===== src/rtl/uart_program_loader.sv =====
// Receives a framed program on the UART byte stream, packs big-endian 32-bit words
// into instruction memory and releases the core only after a good checksum.
module uart_program_loader #(
   parameter int          ADDR_W      = 8,
   parameter int          BASE_ADDR   = 0,
   parameter logic [7:0]  SYNC_BYTE   = 8'hA5,
   parameter int          TIMEOUT_CYC = 1000000
) (
   input  logic              clk,
   input  logic              reset,
   input  logic [7:0]        rx_data,
   input  logic              rx_valid,
   output logic              imem_we,
   output logic [ADDR_W-1:0] imem_addr,
   output logic [31:0]       imem_wdata,
   output logic              cpu_hold,
   output logic              load_done,
   output logic              load_error
);

   // state  | meaning
   // IDLE   | no frame seen since reset
   // CNT_HI | waiting for word count high byte
   // CNT_LO | waiting for word count low byte
   // DATA   | collecting instruction bytes, 4 per word
   // CHECK  | waiting for the XOR checksum byte
   // DONE   | frame loaded, core released
   // ERROR  | frame aborted, core held
   localparam logic [2:0] IDLE   = 3'd0;
   localparam logic [2:0] CNT_HI = 3'd1;
   localparam logic [2:0] CNT_LO = 3'd2;
   localparam logic [2:0] DATA   = 3'd3;
   localparam logic [2:0] CHECK  = 3'd4;
   localparam logic [2:0] DONE   = 3'd5;
   localparam logic [2:0] ERROR  = 3'd6;

   localparam int          TMR_W     = $clog2(TIMEOUT_CYC + 1);
   localparam logic [31:0] MAX_WORDS = 32'(2**ADDR_W - BASE_ADDR);

   logic [2:0]       state;
   logic [7:0]       count_hi;
   logic [15:0]      words_left;
   logic [1:0]       byte_idx;
   logic [7:0]       checksum;
   logic [23:0]      shift;
   logic [TMR_W-1:0] timer;
   logic             in_frame;

   assign in_frame = (state == CNT_HI) || (state == CNT_LO) ||
                     (state == DATA)   || (state == CHECK);

   always_ff @(posedge clk) begin
      if (reset) begin
         state      <= IDLE;
         imem_we    <= 1'b0;
         imem_addr  <= ADDR_W'(BASE_ADDR);
         imem_wdata <= 32'd0;
         cpu_hold   <= 1'b1;
         load_done  <= 1'b0;
         load_error <= 1'b0;
         count_hi   <= 8'd0;
         words_left <= 16'd0;
         byte_idx   <= 2'd0;
         checksum   <= 8'd0;
         shift      <= 24'd0;
         timer      <= '0;
      end else begin
         imem_we <= 1'b0;
         // Address advances the cycle after each write strobe.
         if (imem_we)
            imem_addr <= imem_addr + ADDR_W'(1);

         // A byte in the expiry cycle takes priority; only idle cycles count.
         if (in_frame && !rx_valid) begin
            if (timer == TMR_W'(TIMEOUT_CYC - 1)) begin
               state      <= ERROR;
               load_error <= 1'b1;
               timer      <= '0;
            end else begin
               timer <= timer + TMR_W'(1);
            end
         end

         case (state)
            IDLE, DONE, ERROR: begin
               if (rx_valid && rx_data == SYNC_BYTE) begin
                  state      <= CNT_HI;
                  cpu_hold   <= 1'b1;
                  load_done  <= 1'b0;
                  load_error <= 1'b0;
                  checksum   <= 8'd0;
                  imem_addr  <= ADDR_W'(BASE_ADDR);
                  byte_idx   <= 2'd0;
                  timer      <= '0;
               end
            end
            CNT_HI: begin
               if (rx_valid) begin
                  count_hi <= rx_data;
                  timer    <= '0;
                  state    <= CNT_LO;
               end
            end
            CNT_LO: begin
               if (rx_valid) begin
                  timer      <= '0;
                  words_left <= {count_hi, rx_data};
                  if (32'({count_hi, rx_data}) > MAX_WORDS) begin
                     state      <= ERROR;
                     load_error <= 1'b1;
                  end else if ({count_hi, rx_data} == 16'd0) begin
                     state <= CHECK;
                  end else begin
                     state <= DATA;
                  end
               end
            end
            DATA: begin
               if (rx_valid) begin
                  timer    <= '0;
                  checksum <= checksum ^ rx_data;
                  byte_idx <= byte_idx + 2'd1;
                  shift    <= {shift[15:0], rx_data};
                  if (byte_idx == 2'd3) begin
                     imem_wdata <= {shift, rx_data};
                     imem_we    <= 1'b1;
                     words_left <= words_left - 16'd1;
                     if (words_left == 16'd1)
                        state <= CHECK;
                  end
               end
            end
            CHECK: begin
               if (rx_valid) begin
                  timer <= '0;
                  if (rx_data == checksum) begin
                     state     <= DONE;
                     cpu_hold  <= 1'b0;
                     load_done <= 1'b1;
                  end else begin
                     state      <= ERROR;
                     load_error <= 1'b1;
                  end
               end
            end
            default: state <= IDLE;
         endcase
      end
   end

endmodule


===== config.mk =====
export PLATFORM = sky130hd
export DESIGN_NAME = uart_program_loader
export DESIGN_NICKNAME = d
export VERILOG_FILES = /design/src/rtl/uart_program_loader.sv
export SDC_FILE = /design/constraint.sdc
export NUM_CORES = 1
export LEC_CHECK = 0
export BUFFER_PORTS_ARGS = -buffer_cell sky130_fd_sc_hd__buf_4
export CAP_MARGIN = 40
export CORE_MARGIN = 10
export CORE_UTILIZATION = 60
export CTS_BUF_LIST = sky130_fd_sc_hd__clkbuf_8
export CTS_CLUSTER_DIAMETER = 40
export DETAILED_ROUTE_END_ITERATION = 12
export PLACE_DENSITY = 0.81
export REMOVE_ABC_BUFFERS = 1
export SYNTH_ARGS = -nofsm -noshare
export SYNTH_HDL_FRONTEND = slang
export SYNTH_SLANG_ARGS = --single-unit

===== constraint.sdc =====
create_clock -name clk -period 2.5 [get_ports clk]
set_input_delay 0.375 -clock clk [delete_from_list [all_inputs] [get_ports clk]]
set_output_delay 0.375 -clock clk [all_outputs]
set_load 0.02 [all_outputs]

Yosys cells after proc, flatten, opt, wreduce, memory -nomap -nowiden
Cells that the tools add are included.

cells by class
  $add $sub $neg = 4
  $lt $le $gt $ge = 1
  equality and inequality tests = 17
  mux-type cells = 48
  bitwise operators = 3
  reductions and logical operators = 20

operators with widths
  cell                   count
  $mux 20                4
  $mux 16                3
  $mux 8                 5
  $pmux 20 s2            1
  $mux 3                 11
  $pmux 16 s2            1
  $add 20x1->20 const B  1
  $eq 20x20->1 const B   1
  $eq 16x1->1 const B    1
  $gt 16x9->1 const B    1
  $logic_not 16->1       1
  $pmux 8 s2             1
  $sub 16x1->16 const B  1
  $pmux 3 s5             1
  $mux 1                 14
  $eq 3x3->1 const B     3
  $add 8x1->8 const B    1
  $eq 8x8->1             1
  $eq 8x8->1 const B     1
  $ne 2x2->1 const B     4
  $reduce_and 4->1       2
  $xor 8x8->8            1
  $eq 3x2->1 const B     2
  $mux 2                 3
  17 further kinds       28

storage, ports and cells
  bits in registers = 125
  bits of input ports = 11
  output and inout bits = 44

Longest topological paths before layout
Gate-level depths: netlist of run 1.

  word-level depth = 10
  gate-level depth with buffers = 8

Worst setup path before layout of run 1
Ideal clock, no wire load.

  path kind = input-to-reg
  start = input port rx_data[0]
  end = register state[1]
  setup time = 130 ps
  arrival time = 1,978 ps
  required time = 2,370 ps
  path slack = 392 ps
  cell stages on the path = 6
  cells stage by stage = clkbuf_1 or4_1 or3_1 o31a_1 a221oi_1 a21oi_1

on the way
  longest elaborated chain between the ends = 5

ends and longest elaborated chain
  item                                                                 line  source
  from (decl)                                                          11    input logic [7:0] rx_data,
  parallel branches: the longest is 4 deep, another holds $gt 16x9->1  n/a
  $pmux 3 s5 (*)                                                       84    case (state)
  to (signal assigned)                                                 87    state <= CNT_HI;
  to (signal assigned)                                                 109   state <= ERROR;
  to (signal assigned)                                                 112   state <= CHECK;
  to (decl)                                                            40    logic [2:0] state;

Every way passes the cells marked *.
A chain may end at the register's enable or synchronous reset.

Final worst setup path of run 1
  start = register words_left[1]
  end = register words_left[14]

on the way
  longest elaborated chain between the ends = 4

ends and longest elaborated chain
  item                    line  source
  from (decl)             42    logic [15:0] words_left;
  from (signal assigned)  107   words_left <= {count_hi, rx_data};
  from (signal assigned)  127   words_left <= words_left - 16'd1;
  $sub 16x1->16           127
  $mux 16                 124   if (byte_idx == 2'd3) begin
  $mux 16                 119   if (rx_valid) begin
  $pmux 16 s2             84

No other way between the ends. The select of a mux whose other input is x is not followed.

==> results of run 1 <==
==> cell families (layout without fill, tap and decap cells) <==
group | Yosys count | count (layout)
adder cells (fa/ha/maj) | 5 | 5
AND/OR/NAND/NOR | 333 | 333
XOR/XNOR | 31 | 31
flip-flops | 125 | 125
AO/OA/AOI/OAI | 169 | 169
buffers and inverters | 63 | 121
multiplexers | 3 | 3
==> power groups by stage <==
| stage | Sequential, mW | Combinational [mW] | Clock [mW] |
|---|---|---|---|
| after floorplan | 2.04 | 0.0415 | 0 |
| after global placement | 2.04 | 0.116 | 0 |
| after detailed placement | 2.04 | 0.118 | 0 |
| after CTS | 1.99 | 0.119 | 1.85 |
| after global routing | 1.99 | 0.133 | 1.95 |
| final | 1.99 | 0.123 | 1.83 |
==> worst register-to-register path: cells and delay by family, from the launching register on <==
family / cells / cell delay, ns
adders and majority gates: 1 / 0.23
AOI/OAI and AO/OA: 3 / 0.33
DFF: 1 / 0.35
and+or+nand+nor: 2 / 0.95
buffers and inverters: 2 / 0.30
==> layout make-up <==
cell class / instances / area (um2)
Multi-Input combinational cell: 541 / 2920
Sequential cell: 125 / 2500
Tap cell: 111 / 139
Inverter: 12 / 45.0
Clock inverter: 13 / 155
Fill cell: 717 / 2600
Timing Repair Buffer: 77 / 578
Clock buffer: 19 / 262
==> synth_stat cells (3+ instances only) <==
cell,number
a211oi_1,5
and4_1,3
a221oi_1,5
and3_1,8
nor4_1,16
buf_2,7
a22oi_1,3
inv_1,12
xnor2_1,11
and3b_1,3
nand2_1,158
o21ai_0,25
dfxtp_1,125
ha_1,5
clkbuf_1,41
nor3_1,9
xor2_1,20
a22o_1,4
nand4_1,13
or3_1,5
nand2b_1,3
a21oi_1,95
o31ai_1,6
nand3_1,13
and2_1,7
a31oi_1,4
mux2i_1,3
nor2_1,66
nor2b_1,11
or2_2,4
==> repair_timing <==
| action | in CTS | in global routing |
|---|---|---|
| resized for setup | 0 | 1 |
| setup buffers | 0 | 0 |
| endpoints found under the setup margin | 0 | 2 |
==> path summary, 6_finish.rpt <==
| kind | start | endpoint | slack [ns] | cells after the start |
|---|---|---|---|---|
| worst max register to register | words_left[1] | words_left[14] | 0.20 | 8 |
| worst max-delay path | words_left[1] | words_left[14] | 0.20 | 8 |
| worst min-delay path | rx_data[2] | count_hi[2] | 0.24 | 3 |
| worst min register to register | shift[16] | imem_wdata[24] | 0.46 | 2 |
==> routing by layer <==
metal	GRT usage, %	up-vias	wire length [um]
met4	9.97	0	381
li1	-	2595	-
met1	25.8	2480	6140
met5	0	-	0
met2	36.7	134	7090
met3	5.86	33	750
==> registers in the layout (all words and copies together) (netlist names) <==
register and cells:
imem_wdata 32, shift 24, timer 20, words_left 16
checksum 8, count_hi 8, imem_addr 8, state 3
byte_idx 2, cpu_hold 1, imem_we 1, load_done 1
load_error 1
==> results.json, run 1 <==
{
  "dp_cells": 866,
  "syn_area_mm2": 0.00566,
  "n_antenna_cell": 0,
  "grt_overflow": 0,
  "min_period_ns": 2.30,
  "path_delay_family": "simple AND/OR/NAND/NOR gates",
  "synthDistinctLibCells": 61,
  "synth_simple_gate_area_share_pct": 27.3,
  "status": "finished clean",
  "yosys-mux-area-fraction_pct": 0.531,
  "h-tree-depth": 4,
  "die_x_um": 117,
  "pwr-share-clk_pct": 46.4,
  "dpl_cell_area_mm2": 0.00618,
  "yosys_warnings": 0,
  "antenna_found_initial": 0,
  "ys.flop_type": "dfxtp_1",
  "hold_violations": 0,
  "seq_area_frac_synth_pct": 44.2,
  "post-dp-hpwl_um": 9860,
  "finish.utilization_pct": 71.8,
  "setup_violations": 0,
  "synth_edf_count": 0,
  "root_buffer": "clkbuf_8",
  "worstSkewPairLatency_ns": 0.44,
  "synth_fa_ha_area_share_pct": 1.11,
  "period_share_pct": 91.8,
  "gp_congestion": 0.880,
  "max_freq_mhz": 436,
  "grt_usage_pct": 22.0,
  "layout_setup_ws_ns": 0.205,
  "slew_viol_final": 0,
  "p_leak_nw": 2.44,
  "wl_per_cell_um": 16.0,
  "core_mm2": 0.00920,
  "drt-initial-drc-count": 507,
  "worst-endpoint-required_ns": 2.81,
  "layout_commonest_cell": "nand2_1",
  "critPathMostFrequentCell": "a21oi_1",
  "cts_sinks": 125,
  "cts.path.max_buffers": 2,
  "synth_top_family_by_area": "simple AND/OR/NAND/NOR gates",
  "final_cells": 898,
  "p_int_mw": 2.99,
  "path_clk_slew_ns": 0.08,
  "synthArstFlopShare_pct": 0,
  "finalNetCount": 790,
  "synth_top_area_share_pct": 44.2,
  "path_buf_inv": 2,
  "share_seq_of_total_power_pct": 50.5,
  "final_cell_area_mm2": 0.00660,
  "dieHeight_um": 117,
  "fin_skew_ns": 0.00774,
  "synth_cells": 729,
  "drive_gt1_share_pct": 15.6,
  "setup_tns_ns": 0,
  "swShare_pct": 24.4,
  "yosysTopAreaCell": "dfxtp_1",
  "ant_nets": 0,
  "port_buffers": 54,
  "post-place-ws_ns": 0.214,
  "area_growth_pct": 16.6,
  "pin_count": 55,
  "layout_common_cells": "158 x nand2_1, 125 x dfxtp_1, 95 x a21oi_1, 77 x buf_4, 65 x nor2_1",
  "power_switching_uw": 962,
  "hold_buffers": 0,
  "worstMarginPinSlew_ns": 0.832,
  "num_rows": 35,
  "worstPathArrival_ns": 2.60,
  "crit_chain": "inv_1 -> ha_1 -> or4b_1 -> nor4_2 -> buf_4 -> a21oi_1 -> o21ai_0 -> a21oi_1",
  "maxSlewHeadroom_pct": 44.5,
  "crit_slowest_cell": "or4b_1",
  "dieArea_mm2": 0.0137,
  "yosys-top-cells-area": "dfxtp_1 44%, nand2_1 10%, a21oi_1 8.4%",
  "crit_fanout": 6,
  "hold_slack_ns": 0.237,
  "totalWireLength_um": 14400,
  "comb_power_share_pct": 3.1,
  "path_class": "flip-flop to flip-flop",
  "max_cap_violations": 0,
  "post_drt_via_cell_ratio": 5.84,
  "ir_drop_uv": 476,
  "synth.avg_cell_area_um2": 7.76,
  "slowest_delay_ns": 0.58,
  "yosys.area_share.xor_xnor_pct": 4.80,
  "cts_tree": "done",
  "worstSetupStartpointType": "flip-flop",
  "remaining_drc_errors": 0,
  "power_density_mw_per_mm2": 598,
  "grt_max_degree": 46,
  "grt_pass1_wl_um": 24300,
  "min_path_type": "input port to flip-flop",
  "initial_utilization_pct": 61.5,
  "synth_seq_cells": 125,
  "critPathCaptureType": "flip-flop",
  "p_total_mw": 3.95,
  "first_pass_iters": 5,
  "synth-compound-area-share_pct": 17.6,
  "numCtsBuffers": 17,
  "grt_pass1_vias": 5193,
  "dr_total_vias": 5242,
  "rsz0062_at_grt": "false"
}
Power figures use the tool's default switching activity.
==> inputs of run 2 (changes only) <==
BUFFER_PORTS_ARGS = unset   (was -buffer_cell sky130_fd_sc_hd__buf_4)
DONT_BUFFER_PORTS = 1   (was unset)
PLACE_DENSITY = 0.76   (was 0.81)
TNS_END_PERCENT = 50   (was unset)
clock period = 2.8 ns   (was 2.5 ns; I/O delays follow)
==> run 2 against run 1 <==
Compared with the run above:
- worst setup slack gained 0.18 ns
- die area stayed put
- via count decreased by 5.4%
- routed wire length fell by 6.5%
- power decreased by 11%
- critical path depth down 1
- largest power group unchanged
- utilization shrank 5.1 points
- sequential power is 11% lower
- clock-buffer cell count shrank 2
- first-iteration DRC count down 22%
- final cell count decreased by 6.9%
- non-clock buffer count decreased by 62
==> results.json, run 2 (synthesized netlist as in run 1, its figures left out) <==
{
  "grt_overflow": 0,
  "postCtsSetupRepairBufs": 0,
  "dp_cells": 804,
  "core_mm2": 0.00920,
  "ir_drop_uv": 377,
  "path_clk_slew_ns": 0.09,
  "cts_resized": 0,
  "cts_tree": "done",
  "power_density_mw_per_mm2": 571,
  "antenna_found_initial": 0,
  "final_cells": 836,
  "hold_violations": 0,
  "top_regs": "imem_wdata: 32 flops, shift: 24 flops, timer: 20 flops",
  "grt_max_degree": 95,
  "worstMarginPinSlew_ns": 0.917,
  "dr_total_vias": 4959,
  "root_buffer": "clkbuf_8",
  "post-place-ws_ns": 0.447,
  "cts_sinks": 125,
  "layout_setup_ws_ns": 0.383,
  "dieHeight_um": 117,
  "rsz0062_at_grt": "false",
  "port_buffers": 0,
  "pin_count": 55,
  "crit_slowest_cell": "nor4_1",
  "cp-startpoint": "words_left[0]",
  "hold_buffers": 0,
  "remaining_drc_errors": 0,
  "grt_pass1_wl_um": 22600,
  "dpl_cell_area_mm2": 0.00571,
  "grt_usage_pct": 20.2,
  "drive_gt1_share_pct": 8.28,
  "worstHoldStart": "reset",
  "top_register": "imem_wdata",
  "finish.utilization_pct": 66.7,
  "die_x_um": 117,
  "totalWireLength_um": 13400,
  "n_antenna_cell": 0,
  "setup_violations": 0,
  "reg2regPathDepth": 7,
  "p_total_mw": 3.50,
  "max_cap_violations": 0,
  "min_path_type": "input port to flip-flop",
  "crit_chain": "inv_1 -> ha_1 -> or4b_1 -> nor4_1 -> a22o_1 -> nand2_1 -> a21oi_1",
  "critPathCaptureType": "flip-flop",
  "initial_utilization_pct": 61.5,
  "worst-endpoint-required_ns": 3.16,
  "slew_viol_final": 0,
  "path_class": "flip-flop to flip-flop",
  "layout_commonest_cell": "nand2_1",
  "min_period_ns": 2.42,
  "max_freq_mhz": 414,
  "h-tree-depth": 4,
  "largest_reg_flops": 32,
  "period_share_pct": 86.3,
  "wl_per_cell_um": 16.1,
  "numCtsBuffers": 17,
  "holdPathStages": 1,
  "worstPathArrival_ns": 2.78,
  "cts.path.max_buffers": 2,
  "drt-initial-drc-count": 397,
  "area_growth_pct": 8.31,
  "crit_fanout": 7,
  "hold_slack_ns": 0.0421,
  "layout_common_cells": "158 x nand2_1, 125 x dfxtp_1, 95 x a21oi_1, 65 x nor2_1, 25 x o21ai_0",
  "first_pass_iters": 5,
  "finalNetCount": 728,
  "dieArea_mm2": 0.0137,
  "p_leak_nw": 2.12,
  "worstSkewPairLatency_ns": 0.43,
  "num_rows": 35,
  "status": "finished clean",
  "gp_congestion": 0.858,
  "final_cell_area_mm2": 0.00613,
  "worstSetupStartpointType": "flip-flop",
  "post_drt_via_cell_ratio": 5.93,
  "setup_tns_ns": 0,
  "slowest_delay_ns": 0.65,
  "post-dp-hpwl_um": 9000,
  "ant_nets": 0,
  "fin_skew_ns": 0.0148,
  "grt_pass1_vias": 4927,
  "maxSlewHeadroom_pct": 38.7,
  "rr_startpoint": "words_left[0]"
}
==> run 2: changes by cell type in the layout (fill, tap and decap cells not counted), sizes merged <==
cell | previous run | this run
bufinv | 2 | 3
clkinvlp | 3 | 2
clkbuf | 19 | 17
inv | 16 | 18
buf | 77 | 15
==> run 2: critical path, delay by kind of cell (launching register included) <==
family	cells	cell delay, ns
fa+ha+maj	1	0.22
simple gates	3	1.28
flops	1	0.38
buf+inv	1	0.08
compound gates	2	0.39
==> run 2: path summary, 6_finish.rpt <==
path                          to  slack [ns]
setup / recovery  words_left[14]        0.38
hold reg to reg   imem_wdata[29]        0.45
hold / removal    imem_wdata[17]        0.04
setup reg to reg  words_left[14]        0.38
==> run 2: area by class of cell <==
type                       instances  area [um2]
inverter                          12        45.0
timing repair buffer              15         113
multi-input combinational        541        2910
tap                              111         139
clock buffer                      17         234
sequential                       125        2500
fill                             804        3070
clock inverter                    15         184
==> run 2: layer usage <==
metal	part of all wire, %	up-vias	global-route usage (%)
li1	-	2472	-
met1	44	2324	24.6
met2	47	132	33.1
met3	6.8	31	6.27
met4	2.4	0	7.50
met5	0	-	0
==> run 2: power by group <==
group	leakage (nW)	switching (mW)	internal (mW)	total (mW)
Sequential	1.01	0.00245	1.78	1.78
Clock	0.209	0.777	0.896	1.67
Combinational	0.904	0.0292	0.0202	0.0494
Total	2.12	0.809	2.69	3.50
